## src/rtl/db15_joy_responder.sv

```systemverilog
// Purpose : device side of the DB15 serial joystick link; acts like two chained 74HC165s.
//           On LOAD it snapshots two player words, then shifts them out on JOY_DATA, one bit per host JOY_CLK.
// Latency : joy_data follows a load or a shift SYNC_STAGES+2 clk cycles after the host input edge.
// Backpr. : none; the host paces the link and must hold each joy_clk half-period for SYNC_STAGES+3 clk or more.
//
// Ports:
//   clk, reset             system clock (40-50 MHz), asynchronous active-high reset
//   joystick1, joystick2   player words, active-high pressed, bit0 shifted out first
//   joy_load               host LOAD, active-low, asynchronous to clk
//   joy_clk                host shift clock, asynchronous to clk
//   joy_data               serial data, active-low (0 = pressed), registered
//   frame_done             one-cycle pulse once the last frame bit has been shifted past
//   link_idle              high while no LOAD has been seen for IDLE_TIMEOUT cycles
module db15_joy_responder #(
  parameter int PLAYER_BITS  = 16,
  parameter int SYNC_STAGES  = 2,
  parameter int IDLE_TIMEOUT = 4800000
) (
  input  logic                   clk,
  input  logic                   reset,
  input  logic [PLAYER_BITS-1:0] joystick1,
  input  logic [PLAYER_BITS-1:0] joystick2,
  input  logic                   joy_load,
  input  logic                   joy_clk,
  output logic                   joy_data,
  output logic                   frame_done,
  output logic                   link_idle
);

  localparam int FRAME_BITS = 2 * PLAYER_BITS;
  localparam int CNT_W      = $clog2(FRAME_BITS + 1);
  localparam int IDLE_W     = $clog2(IDLE_TIMEOUT + 1);

  localparam logic [CNT_W-1:0]  FRAME_CNT = CNT_W'(FRAME_BITS);
  localparam logic [IDLE_W-1:0] IDLE_MAX  = IDLE_W'(IDLE_TIMEOUT);

  typedef enum logic [1:0] {
    ST_IDLE,
    ST_LOADING,
    ST_SHIFTING,
    ST_DONE
  } state_t;

  // Synchroniser chains reset to 1: LOAD inactive and the shift clock at its idle level.
  // Without that, the first cycle after reset would show a false edge.
  logic [SYNC_STAGES-1:0] load_sync_q, load_sync_d;
  logic [SYNC_STAGES-1:0] clk_sync_q,  clk_sync_d;
  logic                   load_prev_q, load_prev_d;
  logic                   clk_prev_q,  clk_prev_d;

  logic [FRAME_BITS-1:0]  sr_q,        sr_d;
  logic [CNT_W-1:0]       bit_cnt_q,   bit_cnt_d;
  logic [IDLE_W-1:0]      idle_cnt_q,  idle_cnt_d;
  logic                   joy_data_q,  joy_data_d;
  logic                   frame_done_q, frame_done_d;
  logic                   link_idle_q, link_idle_d;
  state_t                 state_q,     state_d;

  logic load_l;
  logic clk_s;
  logic clk_rise;
  logic load_fall;

  assign load_l    = load_sync_q[SYNC_STAGES-1];
  assign clk_s     = clk_sync_q[SYNC_STAGES-1];
  assign clk_rise  = clk_s & ~clk_prev_q;
  assign load_fall = ~load_l & load_prev_q;

  assign joy_data   = joy_data_q;
  assign frame_done = frame_done_q;
  assign link_idle  = link_idle_q;

  always_comb begin
    load_sync_d  = {load_sync_q[SYNC_STAGES-2:0], joy_load};
    clk_sync_d   = {clk_sync_q[SYNC_STAGES-2:0], joy_clk};
    load_prev_d  = load_l;
    clk_prev_d   = clk_s;
    sr_d         = sr_q;
    bit_cnt_d    = bit_cnt_q;
    state_d      = state_q;
    frame_done_d = 1'b0;
    idle_cnt_d   = idle_cnt_q;

    if (!load_l) begin
      // LOAD dominates in every state. The register is transparent, so the
      // word present on the last low cycle is the one kept. Clock edges are
      // ignored, and a partial frame is dropped without a frame_done pulse.
      state_d   = ST_LOADING;
      sr_d      = ~{joystick2, joystick1};
      bit_cnt_d = '0;
    end else begin
      case (state_q)
        ST_IDLE: begin
          state_d = ST_IDLE;
        end
        // LOADING goes straight through to SHIFTING. An edge that arrives in
        // the same cycle that LOAD is released is still counted.
        ST_LOADING, ST_SHIFTING: begin
          state_d = ST_SHIFTING;
          if (clk_rise) begin
            sr_d      = {1'b1, sr_q[FRAME_BITS-1:1]};
            bit_cnt_d = bit_cnt_q + CNT_W'(1);
            if (bit_cnt_q == FRAME_CNT - CNT_W'(1)) begin
              frame_done_d = 1'b1;
              state_d      = ST_DONE;
            end
          end
        end
        ST_DONE: begin
          // Overrun edges shift in 1s, which reads as "not pressed", and the
          // bit count stays saturated at the frame length.
          if (clk_rise) begin
            sr_d = {1'b1, sr_q[FRAME_BITS-1:1]};
          end
        end
        default: begin
          state_d = ST_IDLE;
        end
      endcase
    end

    // Activity watchdog: it restarts only on a LOAD falling edge, so a LOAD
    // that is held low permanently still ends up reporting idle.
    if (load_fall) begin
      idle_cnt_d = '0;
    end else if (idle_cnt_q != IDLE_MAX) begin
      idle_cnt_d = idle_cnt_q + IDLE_W'(1);
    end
    link_idle_d = (idle_cnt_d == IDLE_MAX);

    joy_data_d = sr_q[0];
  end

  always_ff @(posedge clk or posedge reset) begin
    if (reset) begin
      load_sync_q  <= '1;
      clk_sync_q   <= '1;
      load_prev_q  <= 1'b1;
      clk_prev_q   <= 1'b1;
      sr_q         <= '1;
      bit_cnt_q    <= '0;
      idle_cnt_q   <= IDLE_MAX;
      joy_data_q   <= 1'b1;
      frame_done_q <= 1'b0;
      link_idle_q  <= 1'b1;
      state_q      <= ST_IDLE;
    end else begin
      load_sync_q  <= load_sync_d;
      clk_sync_q   <= clk_sync_d;
      load_prev_q  <= load_prev_d;
      clk_prev_q   <= clk_prev_d;
      sr_q         <= sr_d;
      bit_cnt_q    <= bit_cnt_d;
      idle_cnt_q   <= idle_cnt_d;
      joy_data_q   <= joy_data_d;
      frame_done_q <= frame_done_d;
      link_idle_q  <= link_idle_d;
      state_q      <= state_d;
    end
  end

endmodule

```

## config.mk

```make
export PLATFORM = sky130hd
export DESIGN_NAME = db15_joy_responder
export DESIGN_NICKNAME = d
export VERILOG_FILES = /design/src/rtl/db15_joy_responder.sv
export SDC_FILE = /design/constraint.sdc
export NUM_CORES = 1
export LEC_CHECK = 0
export BUFFER_PORTS_ARGS = -buffer_cell sky130_fd_sc_hd__buf_2
export CELL_PAD_IN_SITES_DETAIL_PLACEMENT = 2
export CELL_PAD_IN_SITES_GLOBAL_PLACEMENT = 2
export CORE_MARGIN = 2
export CORE_UTILIZATION = 24
export CTS_CLUSTER_DIAMETER = 100
export DETAILED_ROUTE_END_ITERATION = 7
export PLACE_DENSITY_LB_ADDON = 0.1
export SLEW_MARGIN = 15
export SYNTH_ARGS = -nofsm -noshare
export SYNTH_HDL_FRONTEND = slang
export SYNTH_SLANG_ARGS = --single-unit
export TNS_END_PERCENT = 10
```

## constraint.sdc

```tcl
create_clock -name clk -period 4.48 [get_ports clk]
set_input_delay 0.672 -clock clk [delete_from_list [all_inputs] [get_ports clk]]
set_output_delay 0.672 -clock clk [all_outputs]
set_load 0.005 [all_outputs]
```

**Yosys cells after proc, flatten, opt, wreduce, memory -nomap -nowiden**

Index checks and enable logic that the tools add are counted.

- Register bits: 72
- Output and inout port bits: 3
- Bits of input ports: 36

- Bitwise operators: 5
- Reduce and logical (&&, ||, !) cells: 5
- Equality and inequality tests: 10
- Add/sub/neg operators: 2
- Mux-type cells: 16

Operators by type and width:

| operator | number |
|---|---|
| 2-to-1 mux 32 bit | 3 |
| 2-to-1 mux 23 bit | 2 |
| NOT 32 bit | 1 |
| adder 23 x 1 -> 23 bit, second input constant | 1 |
| == test 23 bit, second input constant | 1 |
| != test 23 bit, second input constant | 1 |
| 2-to-1 mux 6 bit | 3 |
| adder 6 x 1 -> 6 bit, second input constant | 1 |
| == test 6 x 5 -> 1 bit, second input constant | 1 |
| 2-to-1 mux 1 bit | 6 |
| == test 2 bit, second input constant | 2 |
| != test 2 x 1 -> 1 bit, second input constant | 2 |
| one-hot mux 2 bit (2 select lines) | 1 |
| AND reduction 2 bit | 2 |
| != test 3 x 1 -> 1 bit, second input constant | 1 |
| OR reduction 3 bit | 1 |
| bitwise AND 1 bit | 2 |
| == test 2 x 1 -> 1 bit, second input constant | 1 |
| logical NOT 2 bit | 1 |
| 2-to-1 mux 2 bit | 1 |
| != test 2 bit, second input constant | 1 |
| NOT 1 bit | 2 |
| OR reduction 2 bit | 1 |

**Longest topological paths before layout**

Gate-level depths: netlist (run 1).

- Word-level depth: 5
- Depth in mapped cells: 8
- Mapped depth without buffers: 8

**Worst setup path before layout (run 1)**

No wires, ideal clock.

- Path type: reg-to-reg
- Start: reg idle_cnt_q[1]
- End: reg link_idle_q (netlist: link_idle)
- Cell stages (with the launch flop): 8
- Setup time: 90 ps
- Slack: 2215 ps
- Arrival time: 2175 ps
- Cell sequence: dfrtp_1 > ha_1 > nand3_4 > nor4_4 > nand2_2 > xor2_1 > or4_4 > nor4_2

- Longest elaborated chain between the ends: 4
- Elaborated cells on any way between the ends: 5
- Classes of those cells: add/sub (1); eq/ne (2); mux (2)

Ends and longest elaborated chain:

| item | line | text |
|---|---|---|
| from (decl) | 53 | `logic [IDLE_W-1:0] idle_cnt_q, idle_cnt_d;` |
| from (signal assigned) | 154 | `idle_cnt_q <= idle_cnt_d;` |
| adder 23 x 1 -> 23 bit / != test 23 bit (equally long branches) | 127, 126 |  |
| 2-to-1 mux 23 bit * | 126 | `end else if (idle_cnt_q != IDLE_MAX) begin` |
| 2-to-1 mux 23 bit * | 124 | `if (load_fall) begin` |
| == test 23 bit * | 129 | `link_idle_d = (idle_cnt_d == IDLE_MAX);` |
| named net link_idle_d | 56 | `logic link_idle_q, link_idle_d;` |
| to (signal assigned) | 157 | `link_idle_q <= link_idle_d;` |
| to (decl) | 56 |  |

Mark *: on every way through the listed nets, which the timed path passes. The rest lies on a longest branch.
A chain may end at the register's enable or synchronous reset.

**Worst setup path in the final report (run 1)**

Ends and elaborated chain as after synthesis.

==> results of run 1 <==
## layer usage
metal | vias up | global-route usage (%) | part of all wire, %
met3 | 11 | 3.14 | 3.1
met1 | 1217 | 15.3 | 47
met4 | 0 | 5.43 | 2.0
li1 | 1176 | - | -
met2 | 34 | 19.8 | 48
met5 | - | 0 | 0
## power by group
| group | switching [W] | internal [W] |
|---|---|---|
| combinational | 0.000128 | 0.000111 |
| clock | 0.000289 | 0.000447 |
| sequential | 0.0000603 | 0.000752 |
## critical path, stage by stage, from the launching register on
cell,delay [ns]
dfrtp_1,0.50
ha_1,0.27
nand3_4,0.13
nor4_4,0.52
nand2_2,0.10
xor2_1,0.17
or4_4,0.54
nor4_2,0.26
## sequential cells by signal (all words and copies together) (netlist names)
register	cells
sr_q	32
link_idle	1
frame_done	1
clk_sync_q	2
clk_prev_q	1
load_prev_q	1
joy_data	1
load_sync_q	2
idle_cnt_q	23
state_q	2
bit_cnt_q	6
## metrics by stage
step	hold WS [ns]	cells	setup WS, ns	util (%)	area, µm²
floorplan	0.345	314	2.06	-	3640
detailed placement	0.347	529	1.86	26.9	4040
global placement	0.346	529	1.95	26.9	4040
global route	0.362	545	1.68	28.9	4340
finish	0.356	545	1.89	28.9	4340
CTS	0.356	545	1.83	28.9	4340
## cell type report
| class | count | area share (%) |
|---|---|---|
| clock buffer | 11 | 5.59 |
| multi-input combinational | 215 | 38.6 |
| clock inverter | 5 | 1.27 |
| timing repair buffer | 43 | 5.24 |
| tap | 188 | 5.42 |
| inverter | 11 | 0.951 |
| sequential | 72 | 42.9 |
## cells by family after synthesis
family          count (synthesis)  synth area share [%]
simple gates                  101                  16.6
flops                          72                  51.2
xor+xnor                       25                  6.02
buf+inv                        27                  2.92
mux                            66                  18.2
compound gates                 18                  3.37
fa+ha+maj                       5                  1.72
## worst paths after layout
check | start | endpoint | slack, ns
worst max-delay path | idle_cnt_q[1]$_DFF_PP0_ | link_idle$_DFF_PP1_ | 1.89
worst min-delay path | load_sync_q[0]$_DFF_PP1_ | load_sync_q[1]$_DFF_PP1_ | 0.36
worst max register to register | idle_cnt_q[1]$_DFF_PP0_ | link_idle$_DFF_PP1_ | 1.89
worst min register to register | load_sync_q[0]$_DFF_PP1_ | load_sync_q[1]$_DFF_PP1_ | 0.36
max in group asynchronous | reset | load_sync_q[1]$_DFF_PP1_ | 2.99
min in group asynchronous | reset | bit_cnt_q[1]$_DFFE_PP0P_ | 0.49
## cell usage in the layout, fill, tap and decap left out, types with 2 or more instances in the layout
cell       instances
nand4_1            4
nand2_1           10
dfstp_2           48
buf_2             38
dfrtp_1           24
and2_1             2
o21ai_0            3
nor3_1             6
nor4b_1            2
xor2_1            15
nand3_1           11
mux2i_1           64
buf_4              5
clkinv_2           2
xnor2_1           10
nand4b_1           2
a21oi_1            5
nor4_1             3
and4_1             3
ha_1               5
nor4_4             2
nand3b_1           2
mux2_2             2
inv_1              9
nor4_2             2
clkbuf_16          9
nor2_1            38
==> flow_metrics.tcl, run 1 <==
set metrics [dict create \
    post-synth-top-count-cell "mux2i_1" \
    fill_cells 1638 \
    globalplace.congestion 0.701 \
    synth.area.top_cells "dfstp_2 35%, mux2i_1 18%, dfrtp_1 17%, nor2_1 3.9%, xor2_1 3.6%" \
    drtIter0Drc 76 \
    die_x_um 127 \
    hpwlAfterDp_um 6200 \
    drc_errors 0 \
    skew_ns 0.00594 \
    syn_nets 355 \
    hold_violations 0 \
    multi_input_area_um2 1680 \
    synth_top_area_share_pct 34.7 \
    ctsHoldBuffers 0 \
    syn_inst 314 \
    criticalPathCategory "flip-flop to flip-flop" \
    first_pass_iters 4 \
    endpoint_kind "flip-flop" \
    netlist-cell-type-count 51 \
    crit_arrival_ns 2.84 \
    fin_crit_ns 2.59 \
    cp.required_ns 4.73 \
    antenna_left 0 \
    die_area_um2 16200 \
    synth.avg_cell_area_um2 11.6 \
    fin_total_pwr_w 0.00179 \
    yosysTopAreaCell "dfstp_2" \
    leakagePower_nw 1.84 \
    hold_depth 0 \
    register_area_um2 1860 \
    synthTopCellsByCount "64 x mux2i_1, 48 x dfstp_2, 38 x nor2_1" \
    clock_path_buffers 2 \
    vias 2438 \
    wirelength_um 9020 \
    top_level_ports 39 \
    max-vdd-ir-drop_v 0.000166 \
    initial_core_util_pct 24.2 \
    async_reset_ff_share_pct 100 \
    rsz0062_at_grt "no" \
    nNetsFinal 393 \
    layout-drive-gt1-share_pct 34.5 \
    status "completed" \
    grt_pass1_wl_um 15200 \
    cts_resized 0 \
    first_global_vias 2764 \
    cp_max_fo 8 \
    postCtsSetupBuffers 0 \
    hold_path_class "flip-flop to flip-flop" \
    path_clk_slew_ns 0.06 \
    ys.flop_type "dfstp_2" \
    setup_viol 0 \
    tritoncts "yes" \
    power_density_nw_per_um2 412 \
    die_h_um 127 \
    synthToLayoutAreaGrowth_pct 19.3 \
    synth_edf_count 0 \
    floorplan.rows 45 \
    ff2ff_path_depth 7 \
    vias_per_cell 4.47 \
    synth_area_um2 3640 \
    max_freq_mhz 386 \
    coreArea_um2 15000 \
    avgRoutedWirePerCell_um 16.6 \
    grt_antenna_before_repair 0 \
    ys_seq_area_share_pct 51.2 \
    grt_max_degree 41 \
    worst_pin_slew_ns 0.849 \
    ys_ff_latch 72 \
    clk_latency_ns 0.35 \
    grt_usage_pct 12.2 \
    cts-root-buf "clkbuf_16" \
    post-route-period-util_pct 57.8 \
    setup_tns_ns 0 \
    cts_made_buffers 9 \
    cts_num_sinks 72 \
    gr-total-overflow 0 \
    start_kind "flip-flop" \
    cts-htree-levels 3 \
    port_buffers 38 \
    max_slew_margin_pct 43.4 \
    insertedDiodeCount 0 \
    cap_violations 0 \
    yosys_warnings 0 \
    slew_violations 0 \
]
Note: power is estimated with default switching activity, not from simulation.
==> inputs of run 2 (changes only) <==
Settings changed: ABC_AREA from default to 1.
Clock period 4.48 ns to 2.2 ns, I/O delays scaled along.
==> run 2 against run 1 <==
- worst setup slack lost 1.7 ns
- clock-buffer cell count shrank 1
- largest power group is now clock
- via count grew 29%
- largest cell class unchanged
- flip-flop and latch count is the same
- fmax grew 32%
- register-to-register slack lost 1.7 ns
- critical path depth grew 2
==> flow_metrics.tcl, run 2 <==
set metrics [dict create \
    status "completed" \
    die_area_um2 16700 \
    rsz0062_at_grt "no" \
    grt_max_degree 73 \
    skew_ns 0.00837 \
    post-route-period-util_pct 89.1 \
    post-synth-top-count-cell "nor2_1" \
    initial_core_util_pct 24.6 \
    clk_latency_ns 0.34 \
    insertedDiodeCount 0 \
    ys.flop_type "dfstp_2" \
    vias 3151 \
    power.switching_w 0.000992 \
    yosys_warnings 0 \
    layout-drive-gt1-share_pct 28.3 \
    top_level_ports 39 \
    endpoint_kind "flip-flop" \
    synthToLayoutAreaGrowth_pct 20.9 \
    first_global_vias 3438 \
    pwr-share-comb_pct 13.0 \
    die_x_um 129 \
    synth_top_area_share_pct 33.5 \
    fin_crit_ns 1.96 \
    p_seq_share_pct 42.2 \
    fill_cells 1753 \
    clock_path_buffers 2 \
    wirelength_um 10700 \
    drc_errors 0 \
    path_clk_slew_ns 0.06 \
    gr-total-overflow 0 \
    power_density_nw_per_um2 834 \
    cpPeakStageDelay_ns 0.52 \
    synth_area_um2 3760 \
    cp_max_fo 17 \
    synth.avg_cell_area_um2 8.36 \
    ys_seq_area_share_pct 49.5 \
    ys_ff_latch 72 \
    synthTopCellsByCount "87 x nor2_1, 69 x nand2_1, 48 x dfstp_2, 48 x inv_1, 34 x nor3_1" \
    nNetsFinal 531 \
    cts_resized 0 \
    grt_pass1_wl_um 18300 \
    crit_arrival_ns 2.24 \
    die_h_um 129 \
    worst_pin_slew_ns 0.978 \
    power.internal_w 0.00280 \
    max_slew_margin_pct 34.7 \
    async_reset_ff_share_pct 100 \
    cts-root-buf "clkbuf_16" \
    cts-htree-levels 3 \
    netlist-cell-type-count 36 \
    vias_per_cell 4.47 \
    leakagePower_nw 1.90 \
    cts_num_sinks 72 \
    criticalPathCategory "flip-flop to flip-flop" \
    start_kind "flip-flop" \
    avgRoutedWirePerCell_um 15.1 \
    floorplan.rows 45 \
    cts_made_buffers 9 \
    postCtsSetupBuffers 0 \
    final_cells 705 \
    setup_tns_ns 0 \
    largest_reg_flops 32 \
    crit_chain "inv_1 -> nor2_8 -> inv_2 -> nand2_1 -> a21oi_1 -> or2_1 -> nor3_4 -> nand3_1 -> nor2_1" \
    yosysTopAreaCell "dfstp_2" \
    coreArea_um2 15300 \
    layout_commonest_cell "nor2_1" \
    mostFrequentLayoutCells "87 x nor2_1, 69 x nand2_1, 48 x dfstp_2, 46 x inv_1, 38 x buf_2" \
    ctsHoldBuffers 0 \
    pwr-share-clk_pct 44.8 \
    syn_inst 450 \
    dp.cells 690 \
    switching_share_pct 26.2 \
    setup_viol 0 \
    max-vdd-ir-drop_v 0.000332 \
    synth_edf_count 0 \
    syn_nets 491 \
    final.setup.worst_slack_ns 0.240 \
    hold_path_class "primary input to asynchronous set/reset pin" \
    max_freq_mhz 510 \
    hpwlAfterDp_um 7670 \
    final_core_util_pct 29.8 \
    tritoncts "yes" \
    first_pass_iters 4 \
    regMostFlops "sr_q" \
    cp.required_ns 2.48 \
    port_buffers 38 \
    grt_usage_pct 14.2 \
    antenna_left 0 \
    synth.area.top_cells "dfstp_2 34%, dfrtp_1 16%, nor2_1 8.7%, nand2_1 6.9%, a211oi_1 6.0%" \
    slew_violations 0 \
    grt_antenna_before_repair 0 \
    drtIter0Drc 108 \
    globalplace.congestion 0.756 \
    hold_violations 0 \
    reg_top3 "sr_q: 32 flops, idle_cnt_q: 23 flops, bit_cnt_q: 6 flops" \
    crit_slowest_cell "dfstp_2" \
    pre_cts_slack_ns 0.197 \
    cap_violations 0 \
]
-- run 2: changes by cell type after synthesis, sizes merged, moves of 7 or more --
cell,previous run,this run
nand2,12,77
mux2i,64,0
nor2,38,101
inv,10,51
a211oi,1,30
nor3,6,35
nand3,12,24
o21ai,3,14
xor2,15,4
xnor2,10,0
nor4,7,0
-- run 2: cell families after synthesis --
family | Yosys count | synth area share (%)
AND/OR/NAND/NOR | 247 | 31.3
flip-flops | 72 | 49.5
XOR/XNOR | 4 | 0.932
buffers and inverters | 67 | 6.99
adder cells (fa/ha/maj) | 5 | 1.66
AO/OA/AOI/OAI | 55 | 9.62
-- run 2: final timing paths --
kind	start	to	slack (ns)	cells past startpoint
max in group asynchronous	reset	sr_q[24]$_DFFE_PP1P_	1.75	3
max	load_prev_q$_DFF_PP1_	link_idle$_DFF_PP1_	0.24	9
min	reset	idle_cnt_q[18]$_DFF_PP0_	0.06	3
min in group clk	joy_clk	clk_sync_q[0]$_DFF_PP1_	0.08	1
max reg2reg	load_prev_q$_DFF_PP1_	link_idle$_DFF_PP1_	0.24	9
min reg2reg	clk_sync_q[0]$_DFF_PP1_	clk_sync_q[1]$_DFF_PP1_	0.36	0
-- run 2: cell type report --
class | instances | area (µm²) | share of cell area (%)
clock buffers | 10 | 229 | 5.04
clock inverters | 5 | 106 | 2.34
inverters | 52 | 195 | 4.29
multi-input cells | 311 | 1640 | 36.1
flip-flops and latches | 72 | 1860 | 40.9
well taps | 211 | 264 | 5.81
repair buffers | 44 | 248 | 5.45
-- run 2: power by group through the flow --
stage,clock network [W],registers (W),logic [W]
global route,0.00181,0.00162,0.000574
finish,0.00170,0.00160,0.000493
global placement,0,0.00162,0.000493
floorplan,0,0.00159,0.000351
CTS,0.00176,0.00160,0.000512
detailed placement,0,0.00162,0.000506
-- run 2: critical path: cells and delay by family (launching register included) --
kind	cells	cell delay, ns
DFF	1	0.52
buffers and inverters	2	0.29
AOI/OAI and AO/OA	1	0.05
and+or+nand+nor	6	1.04
-- run 2: layer usage --
layer	up-vias	track usage [%]	wire length [µm]	part of all wire (%)
met5	-	0	0	0
met4	0	3.64	108	1.0
met3	7	4.17	382	3.6
met2	40	22.8	5070	48
met1	1563	18.7	5110	48
li1	1541	-	-	-
-- run 2: metrics by stage --
stage	area (µm²)	hold WS (ns)	total power, W
floorplan	3760	0.334	0.00194
global placement	4200	0.346	0.00211
detailed placement	4200	0.350	0.00213
CTS	4540	0.0632	0.00388
global route	4550	0.0617	0.00401
finish	4550	0.0639	0.00379
==> inputs of run 3 (changes only) <==
Settings changed: HOLD_SLACK_MARGIN from default to 0.08, PLACE_DENSITY from default to 0.71, PLACE_DENSITY_LB_ADDON 0.1 to default.
==> run 3 against run 2 <==
- sequential share of layout area about the same
- cell count up 0.57%
- clock-buffer cell count rose by 1
- combinational power fell by 2%
- critical path depth grew 1
- final area about the same
- critical path type unchanged
- die area is the same
- clock power is 6% lower
- register-to-register slack about the same
- largest cell class unchanged
- utilization is essentially flat
- global-route usage is 0.38 points lower
- total power decreased by 3.0%
- largest power group is now registers
- critical endpoint unchanged
==> flow_metrics.tcl, run 3 (synthesis gave the netlist of run 2 again) <==
set metrics [dict create \
    status "completed" \
    hpwlAfterDp_um 7710 \
    post-route-period-util_pct 88.7 \
    tritoncts "yes" \
    vias 3160 \
    drtIter0Drc 62 \
    fill_cells 1736 \
    cts_made_buffers 9 \
    max_slew_margin_pct 37.8 \
    rsz0062_at_grt "no" \
    initial_core_util_pct 24.6 \
    first_pass_iters 4 \
    cts_num_sinks 72 \
    globalplace.congestion 0.768 \
    ctsHoldBuffers 3 \
    floorplan.rows 45 \
    cp.required_ns 2.48 \
    fin_crit_ns 1.95 \
    grt_pass1_wl_um 17800 \
    power_density_nw_per_um2 808 \
    die_h_um 129 \
    top_level_ports 39 \
    setup_viol 0 \
    path_clk_slew_ns 0.06 \
    cts-root-buf "clkbuf_16" \
    port_buffers 38 \
    crit_slowest_cell "dfrtp_1" \
    mostFrequentLayoutCells "87 x nor2_1, 69 x nand2_1, 48 x dfstp_2, 46 x inv_1, 38 x buf_2" \
    die_area_um2 16700 \
    synthToLayoutAreaGrowth_pct 21.0 \
    worst_pin_slew_ns 0.933 \
    crit_chain "ha_1 -> nand2_2 -> nor2_1 -> nand2_1 -> nor2_1 -> xor2_1 -> nand3_1 -> nor2_1 -> nand3_1 -> nor2_1" \
    nNetsFinal 534 \
    final_core_util_pct 29.8 \
    criticalPathCategory "flip-flop to flip-flop" \
    cts_resized 0 \
    setup_tns_ns 0 \
    cts-htree-levels 3 \
    wirelength_um 10500 \
    layout-drive-gt1-share_pct 27.9 \
    leakagePower_nw 1.91 \
    clk_latency_ns 0.35 \
    max-vdd-ir-drop_v 0.000434 \
    postCtsSetupBuffers 0 \
    max_freq_mhz 512 \
    slew_violations 0 \
    largest_reg_flops 32 \
    path_common_cell "nor2_1" \
    hold_path_class "primary input to flip-flop" \
    gr-total-overflow 0 \
    cap_violations 0 \
    final_cells 709 \
    skew_ns 0.00675 \
    holdWs_ns 0.114 \
    antenna_left 0 \
    regMostFlops "sr_q" \
    endpoint_kind "flip-flop" \
    reg_top3 "sr_q: 32 flops, idle_cnt_q: 23 flops, bit_cnt_q: 6 flops" \
    first_global_vias 3511 \
    grt_usage_pct 13.8 \
    avgRoutedWirePerCell_um 14.8 \
    crit_arrival_ns 2.24 \
    hold_violations 0 \
    dp.cells 690 \
    grt_antenna_before_repair 0 \
    die_x_um 129 \
    vias_per_cell 4.46 \
    insertedDiodeCount 0 \
    cpPeakStageDelay_ns 0.41 \
    grt_max_degree 67 \
    start_kind "flip-flop" \
    clock_path_buffers 2 \
    cp_max_fo 4 \
    layout_commonest_cell "nor2_1" \
    drc_errors 0 \
    coreArea_um2 15300 \
]
run 3: critical path, delay by kind of cell, from the launching register on:
kind / cells / cell delay [ns]
xor+xnor: 1 / 0.21
fa+ha+maj: 1 / 0.24
flops: 1 / 0.41
simple gates: 8 / 1.02
run 3: per-stage QoR:
| stage | instance area, µm² | setup slack (ns) | total power, W |
|---|---|---|---|
| 6_report | 4550 | 0.248 | 0.00368 |
| 3_3_place_gp | 4200 | 0.306 | 0.00209 |
| 3_5_place_dp | 4200 | 0.257 | 0.00212 |
| 5_1_grt | 4550 | 0.0706 | 0.00388 |
| 2_1_floorplan | 3760 | 0.125 | 0.00194 |
| 4_1_cts | 4550 | 0.239 | 0.00376 |
run 3: final timing paths:
kind	startpoint	to	slack (ns)	cells after the start
setup reg to reg	idle_cnt_q[1]$_DFF_PP0_	link_idle$_DFF_PP1_	0.25	10
setup / recovery	idle_cnt_q[1]$_DFF_PP0_	link_idle$_DFF_PP1_	0.25	10
min in group asynchronous	reset	bit_cnt_q[4]$_DFFE_PP0P_	0.60	4
hold / removal	joystick2[0]	sr_q[16]$_DFFE_PP1P_	0.11	2
max in group asynchronous	reset	sr_q[11]$_DFFE_PP1P_	1.29	4
hold reg to reg	clk_sync_q[0]$_DFF_PP1_	clk_sync_q[1]$_DFF_PP1_	0.36	0
run 3: layer usage:
metal  up-vias  share of wire [%]  global-route usage, %
met5         -                  0                      0
met4         0                1.0                   3.64
met3         9                5.0                   5.20
met2        42                 48                   22.9
met1      1555                 46                   16.8
li1       1554                  -                      -
run 3: power by group:
| group | internal [W] | switching, W |
|---|---|---|
| Clock | 0.000996 | 0.000594 |
| Combinational | 0.000182 | 0.000302 |
| Sequential | 0.00151 | 0.0000908 |
| Total | 0.00269 | 0.000987 |
run 3: final cells by class:
| type | count | area, µm² | share of cell area, % |
|---|---|---|---|
| Clock inverter | 5 | 82.6 | 1.82 |
| Sequential cell | 72 | 1860 | 40.9 |
| Inverter | 52 | 195 | 4.29 |
| Clock buffer | 11 | 233 | 5.12 |
| Timing Repair Buffer | 47 | 278 | 6.11 |
| Multi-Input combinational cell | 311 | 1640 | 35.9 |
| Tap cell | 211 | 264 | 5.80 |
